## src/rtl/muldiv_sequencer.sv

```systemverilog
// Iterative M-extension multiply/divide sequencer sharing one adder/subtractor.
// Optional macro MULDIV_FAST_MUL_EN: single-cycle multiply product, divide unchanged.
package alu_op_pkg;
  typedef enum logic [4:0] {
    NOP, ADD, SUB, SLL, SLT, SLTU, XOR, SRL, SRA, OR, AND,
    MUL, MULH, MULHSU, MULHU, DIV, DIVU, REM, REMU
  } ALU_op_t;
endpackage

module muldiv_sequencer
  import alu_op_pkg::*;
#(
  parameter int XLEN = 32
) (
  input  logic            clk,
  input  logic            rst,
  input  logic            start,
  input  ALU_op_t         op,
  input  logic [XLEN-1:0] a,
  input  logic [XLEN-1:0] b,
  input  logic            flush,
  output logic            busy,
  output logic            done,
  output logic [XLEN-1:0] result
);

  localparam int CntW = $clog2(XLEN);

  typedef enum logic [1:0] {S_IDLE, S_CALC, S_FIX, S_DONE} state_t;

  state_t          state_q, state_d;
  ALU_op_t         op_q, op_d;
  logic [XLEN-1:0] hi_q, hi_d, lo_q, lo_d, bMag_q, bMag_d, result_q, result_d;
  logic            negQ_q, negQ_d, negR_q, negR_d;
  logic [CntW-1:0] cnt_q, cnt_d;

  logic            isM, isDivOp, isDivQ, aSigned, bSigned, aNeg, bNeg;
  logic            bZero, ovf, special;
  logic [XLEN-1:0] aMag, bMag, specVal, hiNew;
  logic [XLEN+1:0] addA, sum;
  logic [2*XLEN-1:0] prodFix;
  logic            carry;
`ifdef MULDIV_FAST_MUL_EN
  logic [2*XLEN-1:0] fa, fb, fastProd;
`endif

  always_comb begin
    isM     = op inside {MUL, MULH, MULHSU, MULHU, DIV, DIVU, REM, REMU};
    isDivOp = op inside {DIV, DIVU, REM, REMU};
    isDivQ  = op_q inside {DIV, DIVU, REM, REMU};
    aSigned = op inside {MUL, MULH, MULHSU, DIV, REM};
    bSigned = op inside {MUL, MULH, DIV, REM};
    aNeg    = aSigned & a[XLEN-1];
    bNeg    = bSigned & b[XLEN-1];
    aMag    = aNeg ? -a : a;
    bMag    = bNeg ? -b : b;
    bZero   = (b == '0);
    ovf     = (op inside {DIV, REM}) && (a == {1'b1, {(XLEN-1){1'b0}}}) && (b == '1);
    special = isDivOp && (bZero || ovf);
    if (bZero) specVal = (op inside {REM, REMU}) ? a : '1;
    else       specVal = (op == REM) ? '0 : a;
`ifdef MULDIV_FAST_MUL_EN
    fa       = {{XLEN{aNeg}}, a};
    fb       = {{XLEN{bNeg}}, b};
    fastProd = fa * fb;
`endif
    // Divide subtracts divisor from the shifted partial remainder; multiply adds the multiplicand.
    addA    = isDivQ ? {1'b0, hi_q, lo_q[XLEN-1]} : {2'b00, hi_q};
    sum     = isDivQ ? (addA - {2'b00, bMag_q}) : (addA + {2'b00, bMag_q});
    carry   = lo_q[0] ? sum[XLEN] : 1'b0;
    hiNew   = lo_q[0] ? sum[XLEN-1:0] : hi_q;
    prodFix = negQ_q ? -{hi_q, lo_q} : {hi_q, lo_q};
  end

  always_comb begin
    state_d  = state_q;
    op_d     = op_q;
    hi_d     = hi_q;
    lo_d     = lo_q;
    bMag_d   = bMag_q;
    negQ_d   = negQ_q;
    negR_d   = negR_q;
    cnt_d    = cnt_q;
    result_d = result_q;
    case (state_q)
      S_IDLE: begin
        if (start && isM) begin
          op_d   = op;
          hi_d   = '0;
          lo_d   = aMag;
          bMag_d = bMag;
          negQ_d = aNeg ^ bNeg;
          negR_d = aNeg;
          cnt_d  = '0;
          if (special) begin
            result_d = specVal;
            state_d  = S_DONE;
          end
`ifdef MULDIV_FAST_MUL_EN
          else if (!isDivOp) begin
            {hi_d, lo_d} = fastProd;
            negQ_d       = 1'b0;
            state_d      = S_FIX;
          end
`endif
          else begin
            state_d = S_CALC;
          end
        end
      end
      S_CALC: begin
        if (isDivQ) begin
          if (!sum[XLEN+1]) hi_d = sum[XLEN-1:0];
          else              hi_d = {hi_q[XLEN-2:0], lo_q[XLEN-1]};
          lo_d = {lo_q[XLEN-2:0], ~sum[XLEN+1]};
        end else begin
          hi_d = {carry, hiNew[XLEN-1:1]};
          lo_d = {hiNew[0], lo_q[XLEN-1:1]};
        end
        cnt_d = cnt_q + 1'b1;
        if (cnt_q == CntW'(XLEN-1)) state_d = S_FIX;
      end
      S_FIX: begin
        case (op_q)
          MUL:                 result_d = prodFix[XLEN-1:0];
          MULH, MULHSU, MULHU: result_d = prodFix[2*XLEN-1:XLEN];
          DIV, DIVU:           result_d = negQ_q ? -lo_q : lo_q;
          REM, REMU:           result_d = negR_q ? -hi_q : hi_q;
          default:             result_d = result_q;
        endcase
        state_d = S_DONE;
      end
      S_DONE:  state_d = S_IDLE;
      default: state_d = S_IDLE;
    endcase
    // An abort discards the in-flight op; DONE already shows its result so nothing is lost there.
    if (flush && (state_q != S_IDLE)) begin
      state_d  = S_IDLE;
      result_d = result_q;
    end
  end

  always_ff @(posedge clk) begin
    if (rst) begin
      state_q  <= S_IDLE;
      op_q     <= NOP;
      hi_q     <= '0;
      lo_q     <= '0;
      bMag_q   <= '0;
      negQ_q   <= 1'b0;
      negR_q   <= 1'b0;
      cnt_q    <= '0;
      result_q <= '0;
    end else begin
      state_q  <= state_d;
      op_q     <= op_d;
      hi_q     <= hi_d;
      lo_q     <= lo_d;
      bMag_q   <= bMag_d;
      negQ_q   <= negQ_d;
      negR_q   <= negR_d;
      cnt_q    <= cnt_d;
      result_q <= result_d;
    end
  end

  assign busy   = (state_q != S_IDLE);
  assign done   = (state_q == S_DONE);
  assign result = result_q;

endmodule

```

## config.mk

```make
export PLATFORM = sky130hd
export DESIGN_NAME = muldiv_sequencer
export DESIGN_NICKNAME = d
export VERILOG_FILES = /design/src/rtl/muldiv_sequencer.sv
export SDC_FILE = /design/constraint.sdc
export NUM_CORES = 1
export LEC_CHECK = 0
export CAP_MARGIN = 20
export CORE_ASPECT_RATIO = 2
export CORE_MARGIN = 3
export CORE_UTILIZATION = 55
export DETAILED_ROUTE_END_ITERATION = 12
export HOLD_SLACK_MARGIN = 0.02
export PLACE_DENSITY = 0.82
export REMOVE_ABC_BUFFERS = 1
export SLEW_MARGIN = 20
export SYNTH_ARGS = -nofsm -noshare
export SYNTH_HDL_FRONTEND = slang
export SYNTH_SLANG_ARGS = --single-unit
```

## constraint.sdc

```tcl
create_clock -name clk -period 14.5 [get_ports clk]
set_clock_uncertainty 0.2 [all_clocks]
set_input_delay 2.175 -clock clk [delete_from_list [all_inputs] [get_ports clk]]
set_output_delay 2.175 -clock clk [all_outputs]
set_load 0.05 [all_outputs]
```

# Yosys cells after proc, flatten, opt, wreduce, memory -nomap -nowiden
# Index checks and enable logic that the tools add are counted.
# totals
input_bits,73
elab_cells,103
ff_bits,142
output_inout_bits,34
# classes
reduce_logical,26
muxes,29
addsub,8
n_bitwise,5
eq_ne,26
# op_table
cell,n
$mux 32,15
$pmux 32 s2,3
$neg 32->32,4
$pmux 32 s4,1
$eq 32x32->1 const B,2
$mux 64,1
$neg 64->64,1
$eq 5x4->1 const B,10
$eq 5x5->1 const B,7
$add 33x32->34,1
$mux 34,1
$sub 33x32->34,1
$mux 33,1
$logic_not 32->1,1
$reduce_bool 4->1,3
$pmux 5 s2,1
$reduce_bool 2->1,5
$pmux 2 s4,1
$reduce_bool 8->1,1
$mux 2,3
$ne 2x2->1 const B,3
$reduce_and 2->1,3
$reduce_or 2->1,3
$add 5x1->5 const B,1
14 further kinds,21

# Depth between registers and ports, before layout
# depth
ltp_word,9
depth_mapped,22
mapped_depth_nobuf,18

# Least setup slack after synthesis
# Ideal clock, no wire load.
# synth_path
path_type,register -> register
from,register op_q[4]
to,register hi_q[20]
setup_time_ns,0.122
arrival_ns,4.426
path_slack_ns,9.752
path_stages_with_launch,20
period_less_slack_ns,4.748
path_buffers,5
required_time_ns,14.178
path_cell_list,dfxtp_1 nand3b_1 o21ai_1 clkbuf_1 buf_1 buf_1 nand2_1 nand2_1 ha_1 a21o_1 a31o_1 a31o_2 a311o_1 and4_1 buf_2 o2111ai_4 a21o_2 buf_6 nor3_1 a311o_1
# synth_via
elab_chain_len,8
elab_cells_between_ends,13
classes_between,add/sub: 2; eq/ne: 4; mux: 6; reduce/logical: 1
# synth_rtl
item,line_no,text
"start, declared",32,"ALU_op_t op_q, op_d;"
"start signal, assigned",156,op_q <= op_d;
$eq 5x4->1 or $eq 5x5->1 (tied branches),50,"isDivQ = op_q inside {DIV, DIVU, REM, REMU};"
$reduce_bool 4->1 (*),50,
$mux 33,68,"addA = isDivQ ? {1'b0, hi_q, lo_q[XLEN-1]} : {2'b00, hi_q};"
$add 33x32->34 or $sub 33x32->34 (tied branches),69,"sum = isDivQ ? (addA - {2'b00, bMag_q}) : (addA + {2'b00, bMag_q});"
$mux 34,69,
"$mux 32, on equally long branches","71, 113",
$mux 32 (*),112,if (isDivQ) begin
$pmux 32 s2 (*),85,case (state_q)
"end signal, assigned",157,hi_q <= hi_d;
"end, declared",33,"logic [XLEN-1:0] hi_q, hi_d, lo_q, lo_d, bMag_q, bMag_d, result_q, result_d;"
# Every way passes the cells marked *; elsewhere a longest branch is shown, timed or not.
# A chain may end at the register's enable or synchronous reset.

# Final worst setup path
# layout_path
from,register op_q[3]
to,register hi_q[1]
# The elaborated chain is that of the path after synthesis.

==> run_results.csv <==
group,metric,value,unit
layout,seq_area,2843,um^2
drt,drt-wirelength-per-cell,21.52,um
sta,tightest_slew,1.161,ns
place,port_buffers,106,
cts,cts_resized,0,
floorplanning,start_util,0.5611,
drt,dr.pass1.iters,8,
synthesis,synth_edf_count,0,
floorplanning,die_h,232.5,um
cts,cts_num_sinks,142,
floorplanning,fp-row-count,82,
grt,grt-ovfl-total,0,
floorplanning,dieArea,27720,um^2
setup_path,cp.arrival,6.23,ns
setup_path,crit_required,14.68,ns
cts,cts_made_buffers,17,
drt,vias_per_cell,6.696,
synthesis,async_flop_share,0,
floorplanning,die-width,119.2,um
layout,layout.nets,2118,
grt,grt_pass1_vias,15020,
drt,drc,0,
cts,cts_tree,"built",
power_and_ir_drop,ir_drop,0.1018,mV
sta,fin_crit_sh,0.4170,
cts,path_clk_slew,0.06,ns
power_and_ir_drop,powerDensity,131.0,nW/um^2
grt,grt_util_met1,0.3579,
setup_path,reg2reg_depth,16,
floorplanning,core_area,25140,um^2
drt,drtIter0Drc,1928,
setup_path,end_kind,"flip-flop",
layout,stdcell_area,15730,um^2
drt,via_count,15730,
sta,slew_headroom,0.2191,
grt,grt.busiest_layer,"met2",
synthesis,synth_ff_type,"dfxtp_1",
layout,antenna_cells,0,
min_path,hold_path.class,"flip-flop to flip-flop",
cts,cts.htree.levels,4,
synthesis,synth_warnings,0,
sta,min_period,6.046,ns
grt,groute.layer.met2.usage,0.6580,
setup_path,cp_max_fo,62,
floorplanning,io_pins,107,
place,finalWeightedCongestion,0.9708,
cts,cts_setup_buffers,0,
synthesis,ys_seq_area_frac,0.2016,
cts,clk_latency,0.47,ns
cts,postCtsHoldBufs,0,
place,dpl.hpwl,37.54,mm
drt,wirelength,50.56,mm
power_and_ir_drop,power.leakage,0.005587,uW
grt,grt_use_met3,0.04768,
synthesis,synth_area,14100,um^2
layout,multi_input_area,10460,um^2
grt,grtUsageTotal,0.3562,
place,place_area,15120,um^2
outcome,outcome,"completed",
layout,drive_gt1_frac,0.04968,
setup_path,start_kind,"flip-flop",
sta,clock.fmax,0.1654,GHz
sta,finalMaxSlewViolations,0,
sta,rsz0062_at_grt,"false",
synthesis,yosysUniqueCellTypes,86,
layout,fillers,2329,
drt,ant_nets,0,
cts,cts_root_buf,"clkbuf_16",
synthesis,syn_inst,2023,
sta,finalSetupViolCount,0,
synthesis,synth_area_per_cell,6.972,um^2
min_path,holdPathStages,2,
layout,area_delta_synth_final,11.52,%
grt,grt_max_degree,71,
grt,antenna_found_initial,0,
synthesis,ys_ff_latch,142,
setup_path,critical_path_class,"flip-flop to flip-flop",
sta,hold_viol,0,
sta,tns,0,ns
grt,grt_pass1_wl,79.32,mm
cts,cts_buffer_depth,2,
flow_run,maxCapViolCount,0,
[flip-flops by register name, summed over array words and instances (netlist names)]
| signal | count |
|---|---|
| negR_q | 1 |
| result | 32 |
| op_q | 5 |
| hi_q | 32 |
| bMag_q | 32 |
| cnt_q | 5 |
| state_q | 2 |
| negQ_q | 1 |
| lo_q | 32 |
[final timing paths]
| kind | start | end | slack (ns) |
|---|---|---|---|
| setup / recovery | op_q[3] | hi_q[1] | 8.45 |
| hold / removal | result[25] | result[25] | 0.26 |
| setup reg to reg | op_q[3] | hi_q[1] | 8.45 |
| hold reg to reg | result[25] | result[25] | 0.26 |
[cells in the mapped netlist, drive strengths merged (8+ instances only)]
cell type	number	area, um^2
nor2b	11	68.82
ha	44	550.5
nand2	312	1171
a211oi	50	375.4
a311oi	11	96.34
inv	37	138.9
nor2	175	656.9
o31ai	34	255.2
dfxtp	142	2843
clkbuf	136	510.5
nor4	35	280.3
nand4	12	75.07
or2	11	68.81
xnor2	92	805.8
a221oi	15	131.4
xor2	93	814.5
buf	39	196.4
or4	22	168.9
nor3	51	260.3
o21a	19	142.6
o221ai	25	219.0
o21ai	138	694.4
nand3	55	275.3
mux2i	42	420.4
nand2b	17	106.4
a22oi	8	60.06
or3	19	118.9
o41ai	21	191.4
a31oi	19	118.9
a21o	17	128.9
o22ai	15	93.84
o211ai	34	255.2
a21oi	164	828.3
[worst max-delay path, cell delays in order, from the launching register on]
cell and delay (ns):
dfxtp_1 0.38, nand2b_1 0.19, nand2b_1 0.25, o21a_4 0.57, buf_4 0.63, o21ai_0 0.25, xor2_1 0.19, ha_1 0.43
nand2_1 0.16, o21ai_0 0.38, a221oi_1 0.17, o21ai_1 0.65, o2111ai_4 0.36, a21oi_2 0.20, buf_4 0.34, mux2_1 0.36
o221ai_1 0.15
[cells by family after synthesis]
kind of cell               Yosys count  synth area share
muxes                               47           0.03380
and+or+nand+nor                    757            0.2513
xor gates and xnor gates           185            0.1149
buffers and inverters              213           0.06024
AOI/OAI and AO/OA                  634            0.2977
adders and majority gates           45           0.04045
DFF                                142            0.2016
[where the power goes]
part	internal (uW)	total, uW	leakage (uW)	switching (uW)
Clock	288	470	0.000298	182
Sequential	432	506	0.00115	73.3
Combinational	373	1080	0.00414	712
Total	1090	2060	0.00559	967
[routing by layer]
layer | vias to the layer above | routed length, um
li1 | 7335 | -
met4 | 0 | 3977
met3 | 246 | 2833
met5 | - | 0
met2 | 784 | 26460
met1 | 7364 | 17290
[cells in the final DEF (no fill, tap or decap), types with 20 or more instances in the layout]
master           netlist  routed
xor2_1                93      93
dfxtp_1              142     142
o21ai_0              129     129
o211ai_1              34      34
nor4_1                28      28
a211oi_1              50      50
o221ai_1              25      25
or4_1                 21      21
clkdlybuf4s50_1        0     105
a21oi_1              162     162
nor3_1                50      49
ha_1                  44      43
nand3_1               55      55
inv_1                 37      37
mux2i_1               42      42
nand2_1              312     312
nor2_1               175     173
o31ai_1               34      34
xnor2_1               92      92
o41ai_1               20      20
buf_4                  0      28
[area by class of cell]
cell class                      count  share of cell area
Clock inverter                      6            0.006683
Inverter                           38            0.009069
Tap cell                          336             0.02673
Timing Repair Buffer              133             0.08019
Clock buffer                       26             0.03174
Sequential cell                   142              0.1807
Multi-Input combinational cell   1668              0.6648
[stage by stage]
step                cells  power [uW]  hold slack, ns  setup WS [ns]  utilization
finish               2349        2060          0.2640          8.454       0.6257
global route         2349        2176          0.2760          8.198       0.6257
CTS                  2349        2033          0.2631          8.605       0.6256
detailed placement   2317        1567          0.2550          8.196       0.6016
global placement     2317        1546          0.2479          8.262       0.6016
floorplan            1848        1243          0.2464          7.521            -
(Power assumes the default switching activity.)
